File: config.mk
export PLATFORM = sky130hd
export DESIGN_NAME = io_port_ctrl
export DESIGN_NICKNAME = d
export VERILOG_FILES = /design/src/rtl/io_port_ctrl.sv
export SDC_FILE = /design/constraint.sdc
export NUM_CORES = 1
export LEC_CHECK = 0
export CORE_AREA = 2 2 91 93
export CTS_CLUSTER_DIAMETER = 100
export CTS_CLUSTER_SIZE = 12
export DETAILED_ROUTE_END_ITERATION = 8
export DIE_AREA = 0 0 93 95
export PLACE_DENSITY = 0.92
export RECOVER_POWER = 25
export SYNTH_ARGS = -nofsm -noshare
export SYNTH_HDL_FRONTEND = slang
export SYNTH_SLANG_ARGS = --single-unit
export TNS_END_PERCENT = 30
File: constraint.sdc
create_clock -name clk -period 3.2 [get_ports clk]
set_input_delay 0.64 -clock clk [delete_from_list [all_inputs] [get_ports clk]]
set_output_delay 0.64 -clock clk [all_outputs]
set_load 0.02 [all_outputs]
File: src/rtl/io_port_ctrl.sv
// io_port_ctrl: memory-mapped I/O peripheral for CPU accesses with addr[7]=1.
//   Debounces btnL/btnR, latches the switches on a btnR press and holds the LED register.
// Latency: button to event is 2 sync + DEBOUNCE_CYCLES + 1 cycles; read_data is combinational.
// Backpressure: none. Every access completes in one cycle, and the CPU polls the sticky flags.
// Ports:
//   clk, reset        : single clock; synchronous active-low reset
//   read_en, write_en : peripheral read select / qualified write strobe
//   addr              : register select (00 status, 01 switches, 10 LED, 11 reserved)
//   write_data        : store data; read_data : load data, 0 when read_en=0
//   btnL, btnR        : raw buttons ("output request" / "input ready")
//   switch            : raw switches; led : LED/display register
module io_port_ctrl #(
   parameter int unsigned      CNT_W           = 16,
   parameter logic [CNT_W-1:0] DEBOUNCE_CYCLES = 16'd50000
) (
   input  logic        clk,
   input  logic        reset,
   input  logic        read_en,
   input  logic        write_en,
   input  logic [1:0]  addr,
   input  logic [31:0] write_data,
   output logic [31:0] read_data,
   input  logic        btnL,
   input  logic        btnR,
   input  logic [15:0] switch,
   output logic [11:0] led
);

   localparam logic [CNT_W-1:0] CNT_MAX = DEBOUNCE_CYCLES - CNT_W'(1);

   localparam logic [1:0] ADDR_STATUS = 2'b00;
   localparam logic [1:0] ADDR_SWITCH = 2'b01;
   localparam logic [1:0] ADDR_LED    = 2'b10;

   // Index 0 is btnL, index 1 is btnR.
   logic [1:0]            btn_raw;
   logic [1:0]            btn_s1_q, btn_s2_q;
   logic [1:0][CNT_W-1:0] cnt_q, cnt_d;
   logic [1:0]            db_q, db_d;
   logic [1:0]            db_prev_q;
   logic [1:0]            btn_evt;

   logic [15:0] sw_s1_q, sw_s2_q;
   logic [15:0] sw_latch_q, sw_latch_d;
   logic        sw_ready_q, sw_ready_d;
   logic        led_ready_q, led_ready_d;
   logic [11:0] led_q, led_d;

   logic        wr_led;
   logic        rd_sw;
   logic        wdata_unused;

   assign btn_raw = {btnR, btnL};

   // The event fires in the cycle after the debounced level rises.
   assign btn_evt = db_q & ~db_prev_q;

   assign wr_led = write_en && (addr == ADDR_LED);
   assign rd_sw  = read_en  && (addr == ADDR_SWITCH);

   // Only the low 12 bits of an LED write are stored.
   assign wdata_unused = ^write_data[31:12];

   // Debounce: count consecutive cycles where the synced input disagrees
   // with the debounced level; any agreement restarts the count.
   always_comb begin
      cnt_d = cnt_q;
      db_d  = db_q;
      for (int i = 0; i < 2; i++) begin
         if (btn_s2_q[i] == db_q[i]) begin
            cnt_d[i] = '0;
         end else if (cnt_q[i] == CNT_MAX) begin
            db_d[i]  = btn_s2_q[i];
            cnt_d[i] = '0;
         end else begin
            cnt_d[i] = cnt_q[i] + CNT_W'(1);
         end
      end
   end

   // Sticky flags: when a button event coincides with its clear, the set wins.
   always_comb begin
      sw_latch_d  = sw_latch_q;
      sw_ready_d  = sw_ready_q;
      led_d       = led_q;
      led_ready_d = led_ready_q;

      if (rd_sw) begin
         sw_ready_d = 1'b0;
      end
      if (btn_evt[1]) begin
         sw_latch_d = sw_s2_q;
         sw_ready_d = 1'b1;
      end

      if (wr_led) begin
         led_d       = write_data[11:0];
         led_ready_d = 1'b0;
      end
      if (btn_evt[0]) begin
         led_ready_d = 1'b1;
      end
   end

   // Read mux shows pre-edge state, even when a write to the same address is in flight.
   always_comb begin
      read_data = '0;
      if (read_en) begin
         case (addr)
            ADDR_STATUS: read_data = {30'b0, led_ready_q, sw_ready_q};
            ADDR_SWITCH: read_data = {16'b0, sw_latch_q};
            ADDR_LED:    read_data = {20'b0, led_q};
            default:     read_data = '0;
         endcase
      end
   end

   always_ff @(posedge clk) begin
      if (!reset) begin
         btn_s1_q    <= '0;
         btn_s2_q    <= '0;
         sw_s1_q     <= '0;
         sw_s2_q     <= '0;
         cnt_q       <= '0;
         db_q        <= '0;
         db_prev_q   <= '0;
         sw_latch_q  <= '0;
         sw_ready_q  <= 1'b0;
         led_ready_q <= 1'b0;
         led_q       <= '0;
      end else begin
         btn_s1_q    <= btn_raw;
         btn_s2_q    <= btn_s1_q;
         sw_s1_q     <= switch;
         sw_s2_q     <= sw_s1_q;
         cnt_q       <= cnt_d;
         db_q        <= db_d;
         db_prev_q   <= db_q;
         sw_latch_q  <= sw_latch_d;
         sw_ready_q  <= sw_ready_d;
         led_ready_q <= led_ready_d;
         led_q       <= led_d;
      end
   end

   assign led = led_q;

endmodule

* Yosys cells after proc, flatten, opt, wreduce, memory -nomap -nowiden
Cells that the tools add are included.
** Storage, ports and cells
- RAM bits :: 0
- Bits in latches :: 0
- Memory bits (read-only) :: 0
- Register bits after elaboration :: 102
- Input bits :: 56
- Memories kept :: 0
** Cells by class
- Multiply operators :: 0
- Order comparisons :: 0
- Shift-type cells :: 0
- Divide/modulo/power cells :: 0
- Bitwise operators :: 5
- Muxes and demuxes :: 6
- Reduce and logical (&&, ||, !) cells :: 9
- Add/subtract/negate cells :: 2
- Eq/ne operators :: 6
** Operators by type and width (number)
- one-hot mux 16 bit (3 select lines) :: 1
- adder 16 x 1 -> 16 bit (second input constant) :: 2
- equality test 16 bit (second input constant) :: 2
- two-way mux 16 bit :: 1
- OR reduction 3 bit :: 2
- two-way mux 1 bit :: 4
- AND reduction 2 bit :: 2
- nonzero test 2 bit :: 2
- NOT 1 bit :: 3
- bitwise AND 2 bit :: 1
- equality test 1 bit :: 2
- equality test 2 x 1 -> 1 bit (second input constant) :: 1
- equality test 2 bit (second input constant) :: 1
- logical AND 1 bit :: 2
- logical NOT 2 bit :: 1
- NOT 2 bit :: 1

* Depth between registers and ports, before layout
- Depth in word-level cells :: 4
- Mapped depth :: 6

* Least setup slack after synthesis
OpenSTA, ideal clock, no wires.
- Kind :: input port to output port
- From :: input port addr[0]
- To :: output port read_data[10]
- Stages on the path :: 4
- Path slack :: 0.919 ns
- Buffers on the path :: 1
- Required time :: 2.560 ns
- Data arrival time :: 1.641 ns
- Cells stage by stage :: nor2b_1 > clkbuf_1 > a22oi_1 > nor2b_1
** On the way
- Longest elaborated chain between the ends :: 3
- Elaborated cells on any way between the ends :: 5
** RTL lines
- start, declared :: RTL line 20 : input logic [1:0] addr,
- equality test 2 bit, or another cell as far along :: RTL line 109 : case (addr)
- one-hot mux 16 bit (3 select lines) (*) :: RTL line 109
- two-way mux 16 bit (*) :: RTL line 108 : if (read_en) begin
- end, declared :: RTL line 22 : output logic [31:0] read_data,
Mark *: on every way between the ends. The rest lies on a longest branch, timed or not.

* Worst setup path after layout
- From :: input port addr[0]
- To :: output port read_data[7]
The elaborated chain is that of the path after synthesis.

==> results.ini <==
[grt]
antenna_found_initial = 0
grt-ovfl-total = 0
grt_start_max_net_pins = 40
grt_pass1_vias = 2869
grt.busiest_layer = met2
grt_use_met1 = 0.234
grt_use_total = 0.188
grt_util_met2 = 0.321
grt_pass1_wl_mm = 13.2
grtUsageMet3 = 0.0287

[clock_network]
clock_sinks = 102
postCtsSetupBuffers = 0
insertion_delay_ns = 0.37
cts_hold_buf = 0
clockBufferDepth = 2
h-tree-depth = 3
cts_tree = yes
ctsRootBufferMaster = clkbuf_8
cts_resized = 0
cts_made_buffers = 9
clk_pin_slew_ns = 0.10

[logic_synthesis]
post-synth-top-count-cell = dfxtp_1
synth.avg_cell_area_sq_um = 9.19
synth_compound_area_frac = 0.0830
synth_top_family_by_area = simple AND/OR/NAND/NOR gates
muxShareOfSynthArea = 0.0100
netlist_area_sq_um = 4000
ys_top_cells_by_count = dfxtp_1, nand2_1, and2_1
yosys.area_share.simple = 0.271
yosysTopAreaCell = dfxtp_1
synth_xor_area_frac = 0.0614
synth_top_cell_area_share = 0.511
synth_area_leaders = dfxtp_1, nand2_1, and2_1
synth_fa_ha_area_frac = 0.00626
ys_types = 35
syn_inst = 435
ys_ff_latch = 102
ys.flop_type = dfxtp_1
synth_warnings = 0
synthArstFlopShare = 0
synth_edf_count = 0
synth_seq_area_share = 0.511

[route]
drt_iter0_drc = 146
post_drt_wl_per_cell_um = 13.5
routed_via_density = 5.05
final_antenna_net_count = 0
first_pass_iters = 4
wl_mm = 8.11
vias = 3043
drc = 0

[floorplanning]
initial_core_util = 0.504
die_x_um = 93
core_sq_um = 7930
num_rows = 33
io_pins = 100
die_area_sq_um = 8840
die_h_um = 95

[flow_run]
cap_violations = 0

[timing]
rsz0062_at_grt = false
finalSetupViolCount = 0
timing.final.crit_share = 0.965
fin_crit_ns = 3.09
tns_ns = 0
fmax_mhz = 324
worst_pin_slew_ns = 1.40
maxSlewHeadroom = 0.0640
timing.final.max_slew_violations = 0
worst_clock_skew_ns = 0.0116
hold_viol_final = 0

[worst_setup_path]
end_kind = output port
endpoint = read_data[7]
critPathKind = in -> out
cp_max_fo = 15
startpoint = addr[0]
r2r_slack_ns = 1.30
rr_endpoint = cnt_q[7]$_SDFF_PP0_
worst_ep_required_time_ns = 2.56
worst_ep_arrival_time_ns = 2.45
timing.rr.start = cnt_q[12]$_SDFF_PP0_
critPathLaunchType = input pin
ff2ff_path_depth = 4

[finish]
area.growth.synth_to_final_pct = 21.4
drive_above_1_share = 0.0443
multi_input_area_sq_um = 1790
final_nets = 550
finalNonFillerCells = 602
n_fill_cell = 616
diodes = 0
area.sequential_sq_um = 2040
final_util = 0.612

[power]
ir_worst_vdd_mv = 0.275
pwr_density_cell_nw_per_um2 = 463
p_leak_nw = 1.78
power_mw = 2.24

[placement]
place.gp.congestion = 0.859
io_buffers = 63
dpl.cell_count = 586
place_hpwl_mm = 5.53

[min_path]
holdCritStartpoint = sw_s1_q[13]$_SDFF_PN0_
hold_class = reg -> reg

[status]
status = finished, final reports clean

## registers in the layout, summed over array words and instances, names as in the netlist
register and count:
btn_s1_q 2, btn_s2_q 2, cnt_q 32, db_prev_q 2, db_q 2, led 12
led_ready_q 1, sw_latch_q 16, sw_ready_q 1, sw_s1_q 16, sw_s2_q 16
## cells in the final DEF, fill, tap and decap left out, types with 4 or more instances in the layout
cell	n
nor2b_1	18
clkbuf_8	9
xnor2_1	16
a21boi_0	28
nand4_1	7
xor2_1	12
inv_1	5
nor3_1	5
a22oi_1	10
clkdlybuf4s50_1	57
and3_1	7
nor2_1	34
nand2_1	70
nor4_1	4
a21oi_1	4
and2_1	29
mux2i_1	4
dlymetal6s2s_1	5
and2_0	12
conb_1	16
dfxtp_1	102
nand3_1	11
## final cells by class
class | instances | share of cell area
Sequential cell | 102 | 0.421
Multi-Input combinational cell | 307 | 0.368
Tap cell | 105 | 0.0271
Clock inverter | 7 | 0.0178
Clock buffer | 9 | 0.0255
Inverter | 5 | 0.00387
Timing Repair Buffer | 67 | 0.137
## cells by family after synthesis
family / count (synthesis)
simple gates: 211
mux: 4
fa+ha+maj: 2
buf+inv: 41
other cells: 1
compound gates: 46
xor+xnor: 28
flops: 102
## stage by stage
stage / instance area, sq um / worst slack, ns / hold WS (ns)
2_1_floorplan: 4050 / 0.919 / 0.412
3_3_place_gp: 4630 / 0.149 / 0.414
3_5_place_dp: 4630 / 0.126 / 0.420
4_1_cts: 4840 / 0.113 / 0.445
5_1_grt: 4850 / 0.00129 / 0.464
6_report: 4850 / 0.112 / 0.445
## how the worst min path moves through the flow
stage,end,slack [ns],cells past startpoint
5_1_grt,sw_s2_q[12]$_SDFF_PN0_,0.46,1
2_1_floorplan,btn_s2_q[0]$_SDFF_PN0_,0.41,1
3_5_place_dp,sw_s2_q[13]$_SDFF_PN0_,0.42,1
3_3_place_gp,sw_s2_q[10]$_SDFF_PN0_,0.41,1
4_1_cts,sw_s2_q[13]$_SDFF_PN0_,0.44,1
6_report,sw_s2_q[13]$_SDFF_PN0_,0.44,1
## critical path: stages
cell	delay, ns
clkdlybuf4s50_1	0.55
nor2b_1	0.16
buf_4	0.22
a22oi_1	0.11
nor2b_1	0.13
clkdlybuf4s50_1	0.63
## metal layers
metal / part of all wire / vias to the layer above / wire [um]
li1: - / 1518 / -
met1: 0.43 / 1428 / 3460
met2: 0.50 / 81 / 4080
met3: 0.051 / 16 / 415
met4: 0.018 / 0 / 150
met5: 0 / - / 0
## power breakdown
part,total [mW],switching [mW],internal [mW]
combinational,0.138,0.0669,0.0712
sequential,1.31,0.0113,1.30
clock,0.800,0.485,0.315
No activity file was read; power rests on OpenSTA's default activity.
